File: config.mk
export PLATFORM = sky130hd
export DESIGN_NAME = stage_d
export DESIGN_NICKNAME = d
export VERILOG_FILES = /design/src/rtl/stage_d.sv
export SDC_FILE = /design/constraint.sdc
export NUM_CORES = 1
export LEC_CHECK = 0
export CAP_MARGIN = 20
export CORE_AREA = 3 3 67 63
export DETAILED_ROUTE_END_ITERATION = 10
export DIE_AREA = 0 0 70 66
export HOLD_SLACK_MARGIN = 0.06
export MAX_ROUTING_LAYER = met4
export PLACE_DENSITY = 0.71
export SETUP_SLACK_MARGIN = 0.5
export SLEW_MARGIN = 20
export SYNTH_ARGS = -nofsm -noshare
export SYNTH_HDL_FRONTEND = slang
export SYNTH_SLANG_ARGS = --single-unit
File: constraint.sdc
create_clock -name clk -period 2.6 [get_ports clk]
set_input_delay 0.52 -clock clk [delete_from_list [all_inputs] [get_ports clk]]
set_output_delay 0.52 -clock clk [all_outputs]
set_load 0.01 [all_outputs]
File: src/rtl/stage_d.sv
// Output buffering stage behind stage_C: a small circular FIFO with a DIR/ack_from
// capture handshake upstream and a DOR/ack_to handshake downstream.
module stage_d #(
  parameter int WIDTH = 8,
  parameter int DEPTH = 4
) (
  input  logic                     clk,
  input  logic                     reset,
  input  logic                     DIR,
  input  logic [WIDTH-1:0]         data_in,
  output logic                     ack_from,
  output logic                     DOR,
  output logic [WIDTH-1:0]         data_out,
  input  logic                     ack_to,
  output logic [$clog2(DEPTH):0]   level
);

  localparam int AW = $clog2(DEPTH);
  localparam int PW = AW + 1;
  localparam logic [AW:0] FULL_LVL = PW'(DEPTH);

  logic [WIDTH-1:0] mem_q [DEPTH];
  logic [AW:0]      wp_q, wp_d;
  logic [AW:0]      rp_q, rp_d;
  logic             ack_q, ack_d;
  logic [AW:0]      level_w;
  logic             full_w;
  logic             empty_w;
  logic             push_w;
  logic             pop_w;

  // Pointers carry one extra wrap bit so full and empty are distinguishable.
  assign level_w = wp_q - rp_q;
  assign full_w  = (level_w == FULL_LVL);
  assign empty_w = (level_w == '0);

  // ack_from high blocks re-capture of the word upstream still holds.
  assign push_w = DIR && !full_w && !ack_q;
  assign pop_w  = !empty_w && ack_to;

  always_comb begin
    wp_d  = wp_q;
    rp_d  = rp_q;
    ack_d = 1'b0;
    if (push_w) begin
      wp_d  = wp_q + 1'b1;
      ack_d = 1'b1;
    end
    if (pop_w) begin
      rp_d = rp_q + 1'b1;
    end
  end

  always_ff @(posedge clk or negedge reset) begin
    if (!reset) begin
      wp_q  <= '0;
      rp_q  <= '0;
      ack_q <= 1'b0;
    end else begin
      wp_q  <= wp_d;
      rp_q  <= rp_d;
      ack_q <= ack_d;
    end
  end

  // Storage is not reset; contents are meaningless while empty.
  always_ff @(posedge clk) begin
    if (push_w) begin
      mem_q[wp_q[AW-1:0]] <= data_in;
    end
  end

  assign ack_from = ack_q;
  assign DOR      = !empty_w;
  assign data_out = mem_q[rp_q[AW-1:0]];
  assign level    = level_w;

endmodule

After elaboration in Yosys (flattened, before gate mapping)
Memories as Yosys holds them, arrays and structs flattened.
Cells that the tools add are included.
{"block": "op_classes", "eq_ne": 1, "addsub": 3, "n_reduce_logical": 7, "mux": 2}
{"op": "$add 3x1->3 const B", "n": 2}
{"op": "$eq 3x3->1 const B", "n": 1}
{"op": "$logic_and 1x1->1", "n": 3}
{"op": "$logic_not 1->1", "n": 3}
{"op": "$logic_not 3->1", "n": 1}
{"op": "$sub 3x3->3", "n": 1}
{"op": "$mux 1", "n": 2}
{"block": "totals", "out_inout_bits": 13, "wordCells": 17, "inputBits": 12, "mem_count": 1, "regBits": 7, "ramBits": 32}
{"name": "mem_q", "words": 4, "width": 8, "rd": 1, "rd_ports_with_merged_regs": 0, "wr": 1, "line": "22", "source": "logic [WIDTH-1:0] mem_q [DEPTH];"}

Logic depth before layout (Yosys ltp)
{"block": "depth", "ltp_word": 7, "depth_mapped": 6, "depth_no_buf": 6}

Worst setup path after synthesis
OpenSTA, ideal clock, no wires.
{"block": "synth_path", "kind": "flip-flop to flip-flop", "from": "register wp_q[0]", "to": "memory mem_q[0][0] (enable)", "setup_ns": 0.310, "synth_period_minus_slack_ns": 2.544, "path_slack_ns": 0.056, "required_ns": 2.290, "path_buffers": 0, "arrival_ns": 2.234, "path_stages_with_launch": 7, "path_cell_list": "dfrtp_1 > inv_1 > ha_1 > fa_1 > xor3_2 > a311oi_4 > and2_2"}
{"block": "synth_via", "elab_chain_len": 7}
{"element": "start: declaration", "line": "23", "source": "logic [AW:0] wp_q, wp_d;"}
{"element": "start signal: assignment", "line": "60", "source": "wp_q <= wp_d;"}
{"element": "$sub 3x3->3", "line": "33", "source": "assign level_w = wp_q - rp_q;"}
{"element": "named net level[2]", "line": "15", "source": "output logic [$clog2(DEPTH):0] level"}
{"element": "$eq 3x3->1", "line": "34", "source": "assign full_w = (level_w == FULL_LVL);"}
{"element": "$logic_not 1->1", "line": "38", "source": "assign push_w = DIR && !full_w && !ack_q;"}
{"element": "$logic_and 1x1->1 (2 in a row)", "line": "38"}
{"element": "$mux 1"}
{"element": "named net ack_d", "line": "25", "source": "logic ack_q, ack_d;"}
{"element": "$mux 1 (implied by the code)", "line": "69", "source": "mem_q[wp_q[AW-1:0]] <= data_in;"}
{"element": "end: declaration", "line": "22"}
The timed path passes the listed nets, and every way through them passes these cells.

Worst setup path in the final report
{"block": "layout_path", "from": "register rp_q[0]", "to": "output DOR"}
{"block": "layout_via", "elab_chain_len": 3}
{"element": "start: declaration", "line": "24", "source": "logic [AW:0] rp_q, rp_d;"}
{"element": "start signal: assignment", "line": "61", "source": "rp_q <= rp_d;"}
{"element": "$sub 3x3->3", "line": "33"}
{"element": "$logic_not 3->1", "line": "35", "source": "assign empty_w = (level_w == '0);"}
{"element": "$logic_not 1->1", "line": "74", "source": "assign DOR = !empty_w;"}
{"element": "end: declaration", "line": "12", "source": "output logic DOR,"}
Every way passes these cells.

==> results.sh <==
export IMPL_hp_class="primary input to async pin"
export IMPL_grt_pass1_vias=944
export IMPL_diodes=0
export IMPL_final_max_slew_viol_count=0
export IMPL_dr_first_iter_drc_count=44
export IMPL_core_um2=3630
export IMPL_synth_seq_cells=39
export IMPL_die_h_um=66
export IMPL_max_cap_violations=0
export IMPL_dieArea_um2=4620
export IMPL_cts_buffer_depth=2
export IMPL_root_buffer="clkbuf_8"
export IMPL_cp_slowest_cell="fa_2"
export IMPL_place_gp_congestion=0.814
export IMPL_setup_violations_final=0
export IMPL_ys_warn_count=0
export IMPL_setup_tns_ns=0
export IMPL_finalNetCount=160
export IMPL_vias=939
export IMPL_yosysTopAreaCellShare=0.583
export IMPL_period_needed_ns=2.46
export IMPL_fin_util=0.635
export IMPL_cts_tree="done"
export IMPL_syn_area_per_cell_um2=19.4
export IMPL_grt_max_degree=13
export IMPL_portBuffers=24
export IMPL_n_fill_cell=262
export IMPL_synthArstFlopShare=0.179
export IMPL_synthDistinctLibCells=23
export IMPL_synthCells=85
export IMPL_synth_ff_type="edfxtp_1"
export IMPL_yosysMostFrequentCell="edfxtp_1"
export IMPL_intPower_uw=2190
export IMPL_synth_common_cells="32 x edfxtp_1, 8 x mux4_2, 7 x dfrtp_1"
export IMPL_worstMarginPinSlew_ns=0.368
export IMPL_syn_area_um2=1650
export IMPL_power_density_nw_per_um2=1420
export IMPL_power_uw=3280
export IMPL_clk_latency_ns=0.29
export IMPL_grt_overflow_total=0
export IMPL_p_sw_frac=0.330
export IMPL_rsz0062_at_grt="yes"
export IMPL_crit_path_end_kind="output port"
export IMPL_r2r_start="rp_q[0]"
export IMPL_die_w_um=70
export IMPL_clock_skew_ns=0.00653
export IMPL_max_freq_ghz=0.406
export IMPL_hold_viol_final=0
export IMPL_finalWirelength_mm=3.00
export IMPL_clk_pin_slew_ns=0.07
export IMPL_grt_use_total=0.141
export IMPL_drtPass1Iterations=4
export IMPL_syn2layout_area_growth_pct=39.7
export IMPL_row_count=21
export IMPL_p_leak_uw=0.000916
export IMPL_path_cells="ha_4, fa_2, nand2_2, or2_2, buf_2"
export IMPL_crit_path_max_incr_delay_ns=0.55
export IMPL_pwr_share_seq=0.284
export IMPL_path_class="flip-flop to output port"
export IMPL_wl_per_cell_um=15.9
export IMPL_cts_made_buffers=5
export IMPL_drive_above_1_share=0.437
export IMPL_cts_sinks=39
export IMPL_pin_count=25
export IMPL_critPathTopFamily="adder cells"
export IMPL_vias_per_cell=4.99
export IMPL_reg2reg_depth=9
export IMPL_combPwrFrac=0.600
export IMPL_ys_top_cells_by_area="edfxtp_1 58%, mux4_2 11%, dfrtp_1 11%"
export IMPL_p_clk_frac=0.116
export IMPL_timing_rr_end="wp_q[1]"
export IMPL_finalCritPeriodShare=0.948
export IMPL_arrival_ns=1.94
export IMPL_worst_path_buf_inv=1
export IMPL_ant_nets=0
export IMPL_synth_fp_nets=104
export IMPL_critPathMaxFanout=2
export IMPL_crit_start="rp_q[0]"
export IMPL_antenna_found_initial=0
export IMPL_htreeDepth=2
export IMPL_grt_pass1_wl_mm=4.62
export IMPL_drc=0
export IMPL_critPathLaunchType="flip-flop"
export IMPL_status="complete, no violations"
export IMPL_synth_edff_count=32
export IMPL_relSlewSlack=0.754
export IMPL_ys_seq_area_frac=0.689
export IMPL_required_ns=2.08
export IMPL_synth_top_area_cell="edfxtp_1"
export IMPL_initial_core_util=0.455
export IMPL_ir_drop_uv=806
export IMPL_rrSetupSlack_ns=0.19
export IMPL_power_switching_uw=1080
-- how the worst max path moves through the flow --
stage / end / depth (start not counted)
global placement: DOR / 6
detailed placement: DOR / 6
global route: DOR / 5
floorplan: mem_q[0][0] / 6
CTS: DOR / 5
finish: DOR / 5
-- logic make-up after synthesis --
group / after synthesis / synth area share
DFF: 39 / 0.689
AOI/OAI and AO/OA: 5 / 0.0304
and+or+nand+nor: 11 / 0.0379
adders and majority gates: 7 / 0.0577
xor gates and xnor gates: 5 / 0.0364
muxes: 11 / 0.132
buffers and inverters: 7 / 0.0167
-- per-layer routing --
layer / wire length, um / global-route usage / share of wire
met4: 81 / 0.0598 / 0.027
met5: 0 / - / 0
met3: 141 / 0.0502 / 0.047
met2: 1550 / 0.223 / 0.52
met1: 1220 / 0.166 / 0.41
-- cells in the final DEF (no fill, tap or decap), types with 2 or more instances in the layout --
| cell type | count |
|---|---|
| mux2_2 | 2 |
| clkdlybuf4s50_1 | 14 |
| inv_1 | 3 |
| buf_6 | 7 |
| clkbuf_8 | 5 |
| mux4_2 | 8 |
| dfrtp_1 | 7 |
| buf_4 | 20 |
| inv_2 | 2 |
| edfxtp_1 | 32 |
| nand2_1 | 3 |
| xnor2_1 | 2 |
| and2_4 | 3 |
| dlymetal6s2s_1 | 5 |
| ha_1 | 5 |
-- sequential cells by signal (all words and copies together), names as in the netlist --
name / count
mem_q: 32
wp_q: 3
ack_from: 1
rp_q: 3
-- what timing repair did --
action	CTS	global route
endpoints found under the setup margin	44	47
setup buffers	6	13
pin swaps	5	1
gates resized for setup	20	15
hold buffers	0	0
endpoints found under the hold margin	0	0
-- metrics by stage --
stage,std cells,hold WS [ns],area (um^2),setup WS [ns]
floorplan,85,0.224,1670,0.408
global placement,161,0.534,2020,0.121
detailed placement,161,0.563,2020,0.0824
CTS,175,0.504,2160,0.150
global route,188,0.522,2300,0.0718
finish,188,0.505,2300,0.136
-- cell type report --
cell class              count  area, um^2  share of cell area
repair buffers             51         477               0.207
multi-input cells          39         533               0.231
inverters                   5        18.8             0.00815
clock buffers               6        72.6              0.0315
well taps                  46        57.6              0.0250
flip-flops and latches     39        1140               0.493
clock inverters             2        8.76             0.00380
-- power by group through the flow --
stage | Combinational, uW | Sequential [uW] | Clock, uW
after floorplan | 879 | 929 | 0
after global placement | 1500 | 931 | 0
after detailed placement | 1530 | 942 | 0
after CTS | 1670 | 930 | 392
after global routing | 2100 | 944 | 424
final | 1960 | 931 | 380
No activity file was read; power rests on OpenSTA's default activity.
